[config.mk]
export PLATFORM = sky130hd
export DESIGN_NAME = loop_count_down_nest
export DESIGN_NICKNAME = d
export VERILOG_FILES = /design/src/rtl/loop_count_down_nest.sv
export SDC_FILE = /design/constraint.sdc
export NUM_CORES = 1
export LEC_CHECK = 0
export ABC_CLOCK_PERIOD_IN_PS = 2300
export CAP_MARGIN = 20
export CORE_UTILIZATION = 29
export DETAILED_ROUTE_END_ITERATION = 16
export PLACE_DENSITY = 0.49
export SYNTH_ARGS = -nofsm -noshare
export SYNTH_HDL_FRONTEND = slang
export SYNTH_SLANG_ARGS = --single-unit
[constraint.sdc]
create_clock -name clk -period 2.3 [get_ports clk]
set_input_delay 0.23 -clock clk [delete_from_list [all_inputs] [get_ports clk]]
set_output_delay 0.23 -clock clk [all_outputs]
set_load 0.01 [all_outputs]
[src/rtl/loop_count_down_nest.sv]
// Three-level down-counting nested loop index generator.
// Level 0 is innermost and carries into level 1, which carries into level 2.
// Each level counts from its latched max down by its latched stride and
// stops at the last value that cannot be decremented without underflow.

// One loop level: holds latched max/stride and the running count.
module loop_cnt_lvl #(
  parameter int DATA_WIDTH = 4
) (
  input  logic                  clk,
  input  logic                  reset,
  input  logic                  clear_i,
  input  logic                  load_i,
  input  logic                  step_i,
  input  logic [DATA_WIDTH-1:0] max_i,
  input  logic [DATA_WIDTH-1:0] stride_i,
  output logic [DATA_WIDTH-1:0] cnt_o,
  output logic                  wrap_o
);

  logic [DATA_WIDTH-1:0] max_q, stride_q, cnt_q, cnt_d;

  // Wrap when another decrement would underflow; stride 0 gives one value.
  always_comb begin
    wrap_o = (cnt_q == '0) || (cnt_q < stride_q) || (stride_q == '0);
    cnt_d  = wrap_o ? max_q : (cnt_q - stride_q);
  end

  // Count register: clear zeroes it, load latches a new pass, step advances.
  always_ff @(posedge clk) begin
    if (!reset) begin
      max_q    <= '0;
      stride_q <= '0;
      cnt_q    <= '0;
    end else if (clear_i) begin
      cnt_q <= '0;
    end else if (load_i) begin
      max_q    <= max_i;
      stride_q <= stride_i;
      cnt_q    <= max_i;
    end else if (step_i) begin
      cnt_q <= cnt_d;
    end
  end

  assign cnt_o = cnt_q;

endmodule

module loop_count_down_nest #(
  parameter int DATA_WIDTH = 4
) (
  input  logic                  clk,
  input  logic                  reset,
  input  logic                  clear,
  input  logic                  start,
  input  logic [DATA_WIDTH-1:0] max0,
  input  logic [DATA_WIDTH-1:0] max1,
  input  logic [DATA_WIDTH-1:0] max2,
  input  logic [DATA_WIDTH-1:0] stride0,
  input  logic [DATA_WIDTH-1:0] stride1,
  input  logic [DATA_WIDTH-1:0] stride2,
  input  logic                  out_ready,
  output logic                  out_valid,
  output logic [DATA_WIDTH-1:0] count0,
  output logic [DATA_WIDTH-1:0] count1,
  output logic [DATA_WIDTH-1:0] count2,
  output logic                  last0,
  output logic                  last1,
  output logic                  last2,
  output logic                  busy,
  output logic                  done
);

  localparam int LVLS = 3;

  localparam logic [1:0] S_IDLE = 2'd0;
  localparam logic [1:0] S_RUN  = 2'd1;
  localparam logic [1:0] S_DONE = 2'd2;

  logic [1:0] state_q, state_d;

  logic [LVLS-1:0][DATA_WIDTH-1:0] max_v, stride_v, cnt_v;
  logic [LVLS-1:0]                 wrap_v;
  logic [LVLS:0]                   step_v;
  logic                            beat, load;

  assign max_v    = {max2, max1, max0};
  assign stride_v = {stride2, stride1, stride0};

  assign out_valid = (state_q == S_RUN);
  assign beat      = out_valid && out_ready;
  assign load      = (state_q == S_IDLE) && start;

  // Carry chain: a level steps on a beat only when every inner level wraps.
  always_comb begin
    step_v[0] = beat;
    for (int l = 0; l < LVLS; l++) step_v[l+1] = step_v[l] && wrap_v[l];
  end

  generate
    for (genvar l = 0; l < LVLS; l++) begin : g_lvl
      loop_cnt_lvl #(.DATA_WIDTH(DATA_WIDTH)) u_lvl (
        .clk      (clk),
        .reset    (reset),
        .clear_i  (clear),
        .load_i   (load),
        .step_i   (step_v[l]),
        .max_i    (max_v[l]),
        .stride_i (stride_v[l]),
        .cnt_o    (cnt_v[l]),
        .wrap_o   (wrap_v[l])
      );
    end
  endgenerate

  // Next-state: the beat that wraps all three levels ends the pass.
  always_comb begin
    state_d = state_q;
    case (state_q)
      S_IDLE:  if (start) state_d = S_RUN;
      S_RUN:   if (step_v[LVLS]) state_d = S_DONE;
      S_DONE:  state_d = S_IDLE;
      default: state_d = S_IDLE;
    endcase
  end

  // State register; clear aborts to IDLE from anywhere without a done pulse.
  always_ff @(posedge clk) begin
    if (!reset)     state_q <= S_IDLE;
    else if (clear) state_q <= S_IDLE;
    else            state_q <= state_d;
  end

  assign count0 = cnt_v[0];
  assign count1 = cnt_v[1];
  assign count2 = cnt_v[2];
  assign last0  = out_valid && wrap_v[0];
  assign last1  = out_valid && wrap_v[1];
  assign last2  = out_valid && wrap_v[2];
  assign busy   = (state_q != S_IDLE);
  assign done   = (state_q == S_DONE);

endmodule

# --- Word level (Yosys, flattened, before mapping) ---
# Index checks and enable logic that the tools add are counted.
classes:
  eq_ne: 4
  reduce_logical: 28
  bitwise: 2
  muxes: 12
  n_lt_le_gt_ge: 3
  addsub: 3
ops:
  columns: ["operator", "n"]
  rows:
  - ["$mux W4", 9]
  - ["$logic_not A4 Y1", 6]
  - ["$lt A4 B4 Y1", 3]
  - ["$sub A4 B4 Y4", 3]
  - ["$logic_and A1 B1 Y1", 8]
  - ["$reduce_bool A2 Y1", 4]
  - ["$logic_or A1 B1 Y1", 6]
  - ["$mux W2", 2]
  - ["$pmux W2 S2", 1]
  - ["$reduce_and A2 Y1", 2]
  - ["$eq A2 B1 Y1 const B", 1]
  - ["$eq A2 B2 Y1 const B", 1]
  - ["$logic_not A2 Y1", 1]
  - ["$ne A2 B1 Y1 const B", 1]
  - ["$ne A2 B2 Y1 const B", 1]
  - ["$not A1 Y1", 2]
  - ["$reduce_or A2 Y1", 1]
word_totals:
  input_bits: 29
  reg_bits: 38
  out_inout_bits: 18
  elab_cells: 62

# --- Longest topological paths before layout ---
# Gate-level depths: netlist of the first run.
depth:
  word_depth: 8
  depth_mapped: 11
  depth_no_buf: 10

# --- Hierarchy ---
# From an unflattened synthesis of the first run, not the netlist that was laid out.
unflattened:
  cells_unflattened: 275
  hier_area_um2: 2361.0
by_module_without_submodules:
  columns: ["mod", "seq_area_each_um2", "area_each_um2", "n_inst", "cells_per_inst"]
  rows:
  - ["loop_cnt_lvl", 240.2, 738.2, 3, 86]
  - ["loop_count_down_nest", 40.0, 146.4, 1, 17]

# --- Worst setup path before layout of the first run ---
# No wires, ideal clock.
synth_timing:
  path_type: "register to register"
  start: "register g_lvl[0].u_lvl.cnt_q[0]"
  end: "register g_lvl[0].u_lvl.cnt_q[1]"
  path_slack_ns: 0.122
  arrival_time_ns: 2.054
  period_less_slack_ns: 2.178
  setup_time_ns: 0.123
  stages_incl_launch_ff: 12
  required_time_ns: 2.177
  n_path_buf: 1
  cell_sequence: "dfxtp_1 -> inv_1 -> ha_1 -> inv_1 -> fa_1 -> a21o_1 -> a21oi_1 -> nor3_2 -> buf_2 -> mux2_1 -> mux2i_1 -> o22ai_1"
synth_between:
  elab_chain_cells: 6
  word_cells_on_any_way: 8
  classes_between: "1 x add/sub; 1 x order compare; 3 x mux; 3 x reduce/logical"
synth_rtl:
  columns: ["element", "line", "rtl"]
  rows:
  - ["start, declared", "21", "logic [DATA_WIDTH-1:0] max_q, stride_q, cnt_q, cnt_d;"]
  - ["start signal, assigned", "40", "cnt_q <= max_i;"]
  - ["start signal, assigned", "42", "cnt_q <= cnt_d;"]
  - ["$lt A4 B4 Y1 / $logic_not A4 Y1 (equally long branches)", "25", "wrap_o = (cnt_q == '0) || (cnt_q < stride_q) || (stride_q == '0);"]
  - ["$logic_or A1 B1 Y1 (2 in a row)", "25", null]
  - ["$mux W4 *", "26", "cnt_d = wrap_o ? max_q : (cnt_q - stride_q);"]
  - ["$mux W4 *", "41", "end else if (step_i) begin"]
  - ["$mux W4 *", "37", "end else if (load_i) begin"]
# Mark *: on every way between the ends. The rest lies on a longest branch, timed or not. The select of a mux whose other input is x is not followed.
# A chain may end at the register's enable or synchronous reset.

# --- Final worst setup path of the first run ---
layout_timing:
  start: "register g_lvl[1].u_lvl.cnt_q[0]"
  end: "register g_lvl[2].u_lvl.cnt_q[1]"
layout_between:
  elab_chain_cells: 5
  word_cells_on_any_way: 6
  classes_between: "1 x order compare; 5 x reduce/logical"
layout_rtl:
  columns: ["element", "line", "rtl"]
  rows:
  - ["start, declared", "21", null]
  - ["start signal, assigned", "40", null]
  - ["start signal, assigned", "42", null]
  - ["$lt A4 B4 Y1 / $logic_not A4 Y1 (equally long branches)", "25", null]
  - ["$logic_or A1 B1 Y1 * (2 in a row)", "25", null]
  - ["$logic_and A1 B1 Y1 *", "98", "for (int l = 0; l < LVLS; l++) step_v[l+1] = step_v[l] && wrap_v[l];"]
  - ["$reduce_bool A2 Y1 (no line) *", null, null]
  - ["end signal, assigned", "40", null]
  - ["end signal, assigned", "42", null]
  - ["end, declared", "21", null]
# Mark *: on every way between the ends. The rest lies on a longest branch, timed or not.

==> results.ini, run 1 <==
[route]
drtAntennaViolNets = 0
routedWlPerCell_um = 13.84
routed_via_density = 4.635
met1_length_um = 3005
detail_route.first_pass.iterations = 4
drc_errors = 0
wl_met2_um = 2797
dr.first_iter.drc_count = 74
num_vias = 2044
wl_um = 6105
met3_length_um = 225
top_layer = met4

[critical_path]
critPathKind = flip-flop to flip-flop
reg2reg_slack_ns = 0.02
r2r-end = g_lvl[2].u_lvl.cnt_o[1]$_SDFFE_PP0P_
r2r_start = g_lvl[1].u_lvl.cnt_o[0]$_SDFFE_PP0P_
startpoint_type = flip-flop
crit_required_ns = 2.54
endpoint_kind = flip-flop
worst-endpoint-arrival_ns = 2.51
path_max_fanout = 5
ff2ff_path_depth = 11

[place]
gp_congestion = 0.8474
port_buffers = 46
placed_area_um2 = 2878
post-dp-hpwl_um = 4356

[layout]
diodes = 0
drive_gt1_frac = 0.2105
design_area_um2 = 3129
num-nets-final = 385
fillers = 774
area_growth_pct = 45.24

[floorplanning]
io_pins = 47
die_w_um = 88.20
core_um2 = 7214
dieArea_um2 = 7778
initial_core_util = 0.2986
die_h_um = 88.20
core.rowCount = 31

[yosys]
synth_compound_area_frac = 0.2375
synthAdderAreaFrac = 0.09756
yosys.area_share.simple = 0.1969
async_flop_share = 0
synthMuxAreaShare = 0.03368
netlist_area_um2 = 2155
synth_edf_count = 0
yosysUniqueCellTypes = 40
synth.avg_cell_area_um2 = 8.100
synthXorXnorAreaFrac = 0.02439
yosysTopAreaCell = dfxtp_1
synth_top_family_by_area = compound AO/OA/AOI/OAI gates
synth-seq-cells = 38
syn_inst = 266
ys_top_cells_by_area = dfxtp_1 35%, nand2_1 12%, ha_1 7.0%
synth-main-ff-cell = dfxtp_1
ys_warn_count = 0
synth_largest_type_area_fraction = 0.3531
synth_fp_nets = 310
yosysSeqAreaShare = 0.3531

[sta]
final.min_clock_period_ns = 2.278
slew-limit-headroom = 0.6578
hold_viol = 0
setup_viol = 0
final.period_utilization = 0.9903
tightest_slew_ns = 0.5087
rsz0062_at_grt = true
slew_violations = 0
fmax_ghz = 0.4390
finClkSkew_ns = 0.005763

[clocking]
path_clk_slew_ns = 0.08
cts-buffers-inserted = 5
h-tree-depth = 2
cts-root-buf = clkbuf_8
cts_tree = yes
clk_path_buf_depth = 2
clock-sinks = 38
hold_buffers = 0
worstSkewPairLatency_ns = 0.30

[pwr]
power_mw = 1.671
ir_drop_v = 0.0002300
p_leak_nw = 1.207
powerDensity_nw_per_um2 = 533.9

[hold_path]
hold_depth = 2
hold_class = flip-flop to flip-flop
min_to = g_lvl[0].u_lvl.max_q[1]$_SDFFE_PN0P_
hp-start = g_lvl[0].u_lvl.max_q[1]$_SDFFE_PN0P_

[global_route]
grt_use_total = 0.1656
grt_max_degree = 25
grt-ovfl-total = 0
grt_pass1_vias = 1927
grt_pass1_wl_um = 9563
antenna_found_initial = 0

[status]
outcome = completed

[run]
cap_violations = 0

[metrics by stage]
stage	setup TNS, ns	cells	util	hold slack (ns)	setup WS (ns)
3_3_place_gp	-0.03835	424	0.3989	0.4424	-0.03835
4_1_cts	-0.01417	433	0.4166	0.4583	-0.01417
5_1_grt	-0.2399	441	0.4338	0.4804	-0.1249
6_report	0	441	0.4338	0.4574	0.02235
2_1_floorplan	0	266	-	0.3643	0.1223
3_5_place_dp	-0.1601	424	0.3989	0.4471	-0.05791
[cell families (layout without fill, tap and decap cells)]
family,Yosys count,in the layout
simple gates,94,94
compound gates,76,76
flops,38,38
buf+inv,30,106
fa+ha+maj,15,15
mux,7,7
xor+xnor,6,6
[layout make-up]
type / count / area (µm²) / area share
multi-input cells: 198 / 1354 / 0.4326
inverters: 17 / 63.81 / 0.02039
repair buffers: 81 / 711.9 / 0.2275
flip-flops and latches: 38 / 765.7 / 0.2447
clock buffers: 8 / 110.1 / 0.03519
well taps: 99 / 123.9 / 0.03958
[synth_stat cells (all sizes together) (5+ instances only)]
| master | instances |
|---|---|
| a21boi | 26 |
| a21o | 6 |
| a21oi | 17 |
| buf | 6 |
| clkbuf | 7 |
| dfxtp | 38 |
| ha | 12 |
| inv | 17 |
| mux2i | 5 |
| nand2 | 67 |
| nor2 | 8 |
| nor4 | 7 |
| o21ai | 10 |
| xnor2 | 5 |
[repair_timing]
action / 4_1_cts / 5_1_grt
setup endpoints to repair: 7 / 9
resized for setup: 11 / 26
buffers inserted: 1 / 8
pin swaps: 1 / 17
[state kept, by name, summed over array words and instances, names as in the netlist]
| register | flops |
|---|---|
| g_lvl.u_lvl.stride_q | 12 |
| state_q | 2 |
| g_lvl.u_lvl.cnt_o | 12 |
| g_lvl.u_lvl.max_q | 12 |
[layout by cell type, fill, tap and decap left out, drive strengths merged, types with 5 or more instances in the layout]
cell type / netlist / layout
a21boi: 26 / 26
nand2: 67 / 67
o21ai: 10 / 10
nor2: 8 / 8
xnor2: 5 / 5
dfxtp: 38 / 38
inv: 17 / 17
ha: 12 / 12
a21oi: 17 / 17
nor4: 7 / 7
a21o: 6 / 6
buf: 6 / 38
clkdlybuf4s50: 0 / 43
mux2i: 5 / 5
clkbuf: 7 / 8
[worst max path at each step]
stage,endpoint,start,depth (start not counted)
floorplan,g_lvl[0].u_lvl.cnt_o[1]$_SDFFE_PP0P_,g_lvl[0].u_lvl.cnt_o[0]$_SDFFE_PP0P_,11
global placement,last2,g_lvl[2].u_lvl.cnt_o[0]$_SDFFE_PP0P_,9
detailed placement,g_lvl[2].u_lvl.cnt_o[3]$_SDFFE_PP0P_,g_lvl[1].u_lvl.stride_q[0]$_SDFFE_PN0P_,10
CTS,last2,g_lvl[2].u_lvl.cnt_o[0]$_SDFFE_PP0P_,9
global route,g_lvl[2].u_lvl.cnt_o[1]$_SDFFE_PP0P_,g_lvl[1].u_lvl.cnt_o[0]$_SDFFE_PP0P_,11
finish,g_lvl[2].u_lvl.cnt_o[1]$_SDFFE_PP0P_,g_lvl[1].u_lvl.cnt_o[0]$_SDFFE_PP0P_,11
[report_power, final]
part / internal [mW] / switching, mW
clock network: 0.303 / 0.245
logic: 0.217 / 0.200
registers: 0.686 / 0.0199
[worst max-delay path, stage by stage, from the launching register on]
cell and delay [ns]:
dfxtp_2 0.33, inv_2 0.06, ha_4 0.11, inv_2 0.04
fa_2 0.36, a21o_1 0.20, a21oi_2 0.13, nor3_2 0.06
buf_4 0.17, o31a_1 0.36, a211o_1 0.30, a21oi_2 0.10
[metal layers]
| metal | GRT usage | vias up |
|---|---|---|
| li1 | - | 1056 |
| met5 | 0 | - |
| met1 | 0.2200 | 945 |
| met4 | 0.06598 | 0 |
| met3 | 0.02639 | 7 |
| met2 | 0.2678 | 36 |
Power figures use the tool's default switching activity.
==> run 2, diff against run 1 <==
Settings changed: CELL_PAD_IN_SITES_DETAIL_PLACEMENT from default to 0, CELL_PAD_IN_SITES_GLOBAL_PLACEMENT from default to 1, DONT_BUFFER_PORTS from default to 1, PLACE_DENSITY 0.49 to 0.52.
==> run 2 against run 1 <==
Sequential share of layout area is 4.4 points higher. Cell count is 11% lower. Die area stayed put. Flip-flop and latch count stayed put. Hold slack worse by 0.40 ns. Setup slack better by 0.049 ns. Utilization is 6.7 points lower.
==> results.ini, run 2 (synthesized netlist as in run 1, its figures left out) <==
[critical_path]
cp_top_family = adder cells
slowest_delay_ns = 0.40
worst-endpoint-arrival_ns = 2.40
crit_required_ns = 2.47
reg2reg_slack_ns = 0.07
endpoint_kind = flip-flop
critPathKind = flip-flop to flip-flop
path_depth = 9
startpoint_type = flip-flop
path_cells = ha_1, inv_1, fa_1, a21o_2, a21oi_2, nor3_4, mux2_1, mux2i_1, a21oi_1
cpMaxStageDelayCell = fa_1
ff2ff_path_depth = 9
path_max_fanout = 8
path_buf_inv = 1

[place]
placed_area_um2 = 2432
port_buffers = 0
post-dp-hpwl_um = 4517
gp_congestion = 0.7657

[layout]
multi_input_area_um2 = 1319
fillers = 818
diodes = 0
drive_gt1_frac = 0.2089
regArea_um2 = 763.2
area_growth_pct = 22.76
num-nets-final = 335
design_area_um2 = 2645
final_common_cell = nand2_1
finalCoreUtilization = 0.3666
layout_common_cells = 67 x nand2_1, 36 x dfxtp_1, 31 x buf_4, 17 x a21boi_1, 15 x inv_1

[pwr]
ir_drop_v = 0.0002667
power_mw = 1.745
p_leak_nw = 1.014
powerDensity_nw_per_um2 = 659.7

[sta]
setup-tns-final_ns = 0
slew-limit-headroom = 0.5882
final.period_utilization = 0.9690
finClkSkew_ns = 0.008382
setup_viol = 0
slew_violations = 0
fmax_ghz = 0.4487
tightest_slew_ns = 0.6164
final.min_clock_period_ns = 2.229
hold_viol = 0

[clocking]
clock-sinks = 38
hold_buffers = 0
cts-root-buf = clkbuf_8
clk_path_buf_depth = 2
path_clk_slew_ns = 0.09
cts_tree = yes
worstSkewPairLatency_ns = 0.29
cts-buffers-inserted = 5
h-tree-depth = 2

[global_route]
grt_use_total = 0.1617
grt_pass1_wl_um = 9418
antenna_found_initial = 0
grt_max_degree = 27
grt_pass1_vias = 1820
grt-ovfl-total = 0

[floorplanning]
dieArea_um2 = 7778
io_pins = 47
core.rowCount = 31
initial_core_util = 0.2986
core_um2 = 7214
die_w_um = 88.20
die_h_um = 88.20

[hold_path]
hold_class = primary input to flip-flop
hold_depth = 2

[route]
wl_um = 6046
detail_route.first_pass.iterations = 4
num_vias = 1849
routed_via_density = 4.729
routedWlPerCell_um = 15.46
dr.first_iter.drc_count = 49
drtAntennaViolNets = 0
drc_errors = 0

[run]
cap_violations = 0

[status]
outcome = completed

run 2: cell types whose count changed in the layout (fill, tap and decap cells not counted), moves of 2 or more:
| cell | delta |
|---|---|
| buf_2 | -3 |
| a21oi_1 | +2 |
| clkbuf_8 | -2 |
| bufinv_16 | +2 |
| buf_4 | -3 |
| clkdlybuf4s50_1 | -43 |
run 2: path summary, 6_finish.rpt:
check	startpoint	to
worst max register to register	g_lvl[2].u_lvl.stride_q[0]$_SDFFE_PN0P_	g_lvl[2].u_lvl.cnt_o[2]$_SDFFE_PP0P_
worst max-delay path	g_lvl[2].u_lvl.stride_q[0]$_SDFFE_PN0P_	g_lvl[2].u_lvl.cnt_o[2]$_SDFFE_PP0P_
worst min-delay path	stride0[0]	g_lvl[0].u_lvl.stride_q[0]$_SDFFE_PN0P_
worst min register to register	g_lvl[0].u_lvl.max_q[2]$_SDFFE_PN0P_	g_lvl[0].u_lvl.max_q[2]$_SDFFE_PN0P_
run 2: routing by layer:
metal	track usage	up-vias	wire (µm)
li1	-	955	-
met1	0.2107	857	2857
met2	0.2636	35	2774
met3	0.05090	2	388
met4	0.03079	0	25
met5	0	-	0
run 2: power breakdown:
part / internal, mW / leakage, nW / total, mW / switching (mW)
Combinational: 0.144 / 0.632 / 0.319 / 0.175
Clock: 0.463 / 0.0714 / 0.721 / 0.257
Sequential: 0.687 / 0.311 / 0.706 / 0.0187
run 2: final cells by class:
cell class,instances,share of cell area
clock buffer,6,0.03122
clock inverter,2,0.02271
inverter,17,0.02412
multi-input combinational,198,0.4986
sequential,38,0.2886
tap,99,0.04683
timing repair buffer,31,0.08798
run 2: worst reg2reg max path, cell delays in order (launching register included):
cell	delay, ns
dfxtp_1	0.36
ha_1	0.16
inv_1	0.06
fa_1	0.40
a21o_2	0.23
a21oi_2	0.18
nor3_4	0.10
mux2_1	0.34
mux2i_1	0.20
a21oi_1	0.09
run 2: timing repair:
action                                  4_1_cts  5_1_grt
pin swaps                                     0        9
endpoints found under the setup margin        9        8
resized for setup                             6       10
buffers inserted                              0        3
run 2: metrics by stage:
step	hold WS (ns)	setup slack, ns	std cells
after global placement	0.3661	-0.1551	380
after CTS	0.04629	-0.007373	388
final	0.05870	0.07141	391
after detailed placement	0.3740	-0.2487	380
after global routing	0.05580	-0.008693	391
after floorplan	0.3643	0.1223	266
==> run 3, diff against run 2 <==
Settings changed: ABC_CLOCK_PERIOD_IN_PS 2300 to 2400, DONT_BUFFER_PORTS 1 to default, PLACE_DENSITY 0.52 to 0.63.
Clock period 2.3 ns to 2.4 ns, I/O delays scaled along.
==> run 3 against run 2 <==
Clock-buffer cell count grew 1. Clock skew shrank 0.0024 ns. Clock power is 35% lower. Sequential share of layout area fell by 3.2 points. First-iteration DRC count rose by 120%. Sequential power down 3.4%. Global-route usage rose by 1.1 points. Wire length up 1.6%. Non-clock buffer count up 39.
==> results.ini, run 3 (synthesized netlist as in run 1, its figures left out) <==
[place]
placed_area_um2 = 2830
gp_congestion = 0.8035
port_buffers = 46
post-dp-hpwl_um = 4517

[layout]
area_growth_pct = 38.62
fillers = 773
design_area_um2 = 2987
drive_gt1_frac = 0.1571
layout_common_cells = 67 x nand2_1, 43 x clkdlybuf4s50_1, 34 x dfxtp_1, 23 x buf_4, 17 x a21boi_1
diodes = 0
num-nets-final = 374
final_common_cell = nand2_1

[clocking]
cts-root-buf = clkbuf_8
hold_buffers = 0
worstSkewPairLatency_ns = 0.29
clk_path_buf_depth = 2
path_clk_slew_ns = 0.07
cts_tree = yes
cts-buffers-inserted = 5
h-tree-depth = 2
clock-sinks = 38

[critical_path]
r2r_start = g_lvl[1].u_lvl.cnt_o[0]$_SDFFE_PP0P_
startpoint_type = flip-flop
critPathKind = flip-flop to flip-flop
worst-endpoint-arrival_ns = 2.53
crit_path_frequent_cell = inv_1
path_cells = inv_1, ha_1, inv_1, fa_2, a21o_1, a21oi_2, nor3_1, buf_4, o31a_1, a211o_1, a21oi_1
slowest_delay_ns = 0.36
cpMaxStageDelayCell = fa_2
path_buf_inv = 3
crit_required_ns = 2.62
endpoint_kind = flip-flop
cp_top_family = compound AO/OA/AOI/OAI gates
critPathLaunch = g_lvl[1].u_lvl.cnt_o[0]$_SDFFE_PP0P_
path_max_fanout = 5

[global_route]
met2_usage = 0.2734
antenna_found_initial = 0
grt_pass1_wl_um = 10210
grtUsageMet3 = 0.03299
grt-ovfl-total = 0
grt-busiest-layer = met2
grt_max_degree = 17
grt_use_total = 0.1729
gr-usage-met1 = 0.2407
grt_pass1_vias = 1934

[sta]
final.min_clock_period_ns = 2.306
slew-limit-headroom = 0.6248
slew_violations = 0
hold_viol = 0
finClkSkew_ns = 0.005991
fmax_ghz = 0.4336
rsz0062_at_grt = true
setup_viol = 0
tightest_slew_ns = 0.5577
final.period_utilization = 0.9610

[run]
cap_violations = 0

[floorplanning]
io_pins = 47
dieArea_um2 = 7778
die_w_um = 88.20
initial_core_util = 0.2986
core_um2 = 7214
core.rowCount = 31
die_h_um = 88.20

[route]
num_vias = 2005
routedWlPerCell_um = 14.29
detail_route.first_pass.iterations = 4
wl_um = 6143
routed_via_density = 4.663
drc_errors = 0
drtAntennaViolNets = 0
dr.first_iter.drc_count = 110

[pwr]
ir_drop_v = 0.0001995
power_mw = 1.517
powerDensity_nw_per_um2 = 507.9
p_leak_nw = 1.135

[status]
outcome = completed

[hold_path]
hold_class = flip-flop to flip-flop
hp-start = g_lvl[2].u_lvl.max_q[2]$_SDFFE_PN0P_

==> run 3: cell types whose count changed in the layout (fill, tap and decap cells not counted), moves of 2 or more <==
cell / change
nor2_1: +4
buf_4: -8
dfxtp_1: -2
clkdlybuf4s50_1: +43
dfxtp_2: +2
dlygate4sd2_1: +2
nor2_2: -3
bufinv_16: -2
==> run 3: final timing paths <==
kind / endpoint / slack [ns] / depth (start not counted)
hold / removal: g_lvl[2].u_lvl.max_q[2]$_SDFFE_PN0P_ / 0.46 / 2
setup reg to reg: g_lvl[2].u_lvl.cnt_o[3]$_SDFFE_PP0P_ / 0.09 / 11
setup / recovery: g_lvl[2].u_lvl.cnt_o[3]$_SDFFE_PP0P_ / 0.09 / 11
hold reg to reg: g_lvl[2].u_lvl.max_q[2]$_SDFFE_PN0P_ / 0.46 / 2
==> run 3: routing by layer <==
| layer | routed length, µm | part of all wire |
|---|---|---|
| met1 | 3089 | 0.50 |
| met2 | 2770 | 0.45 |
| met3 | 203 | 0.033 |
| met4 | 81 | 0.013 |
| met5 | 0 | 0 |
==> run 3: power breakdown <==
part / leakage [nW] / internal [mW] / switching [mW]
combinational: 0.776 / 0.189 / 0.177
clock: 0.0482 / 0.232 / 0.237
sequential: 0.312 / 0.659 / 0.0228
==> run 3: what timing repair did <==
item,4_1_cts,5_1_grt
setup buffers,0,4
hold endpoints to repair,0,0
setup endpoints to repair,5,10
pin swaps,1,9
resized for setup,3,17
==> run 3: layout make-up <==
| type | count | area (µm²) | area share |
|---|---|---|---|
| timing repair buffer | 70 | 636.9 | 0.2132 |
| clock inverter | 1 | 5.005 | 0.001676 |
| multi-input combinational | 198 | 1305 | 0.4370 |
| tap | 99 | 123.9 | 0.04147 |
| sequential | 38 | 765.7 | 0.2564 |
| inverter | 17 | 63.81 | 0.02137 |
| clock buffer | 7 | 86.33 | 0.02891 |
==> run 3: worst reg2reg max path, delay by kind of cell, from the launching register on <==
kind | cells | cell delay (ns)
fa+ha+maj | 2 | 0.49
compound gates | 5 | 1.07
buf+inv | 3 | 0.28
flops | 1 | 0.31
simple gates | 1 | 0.08
==> run 3: stage by stage <==
step / utilization / instances / TNS [ns] / hold WS, ns / setup slack, ns
final: 0.4140 / 430 / 0 / 0.4574 / 0.09364
after CTS: 0.4044 / 426 / 0 / 0.4621 / 0.001719
after detailed placement: 0.3923 / 418 / 0 / 0.4499 / 0.01286
after floorplan: - / 266 / 0 / 0.3743 / 0.2223
after global placement: 0.3923 / 418 / 0 / 0.4435 / 0.05332
after global routing: 0.4140 / 430 / -0.03687 / 0.4791 / -0.03687
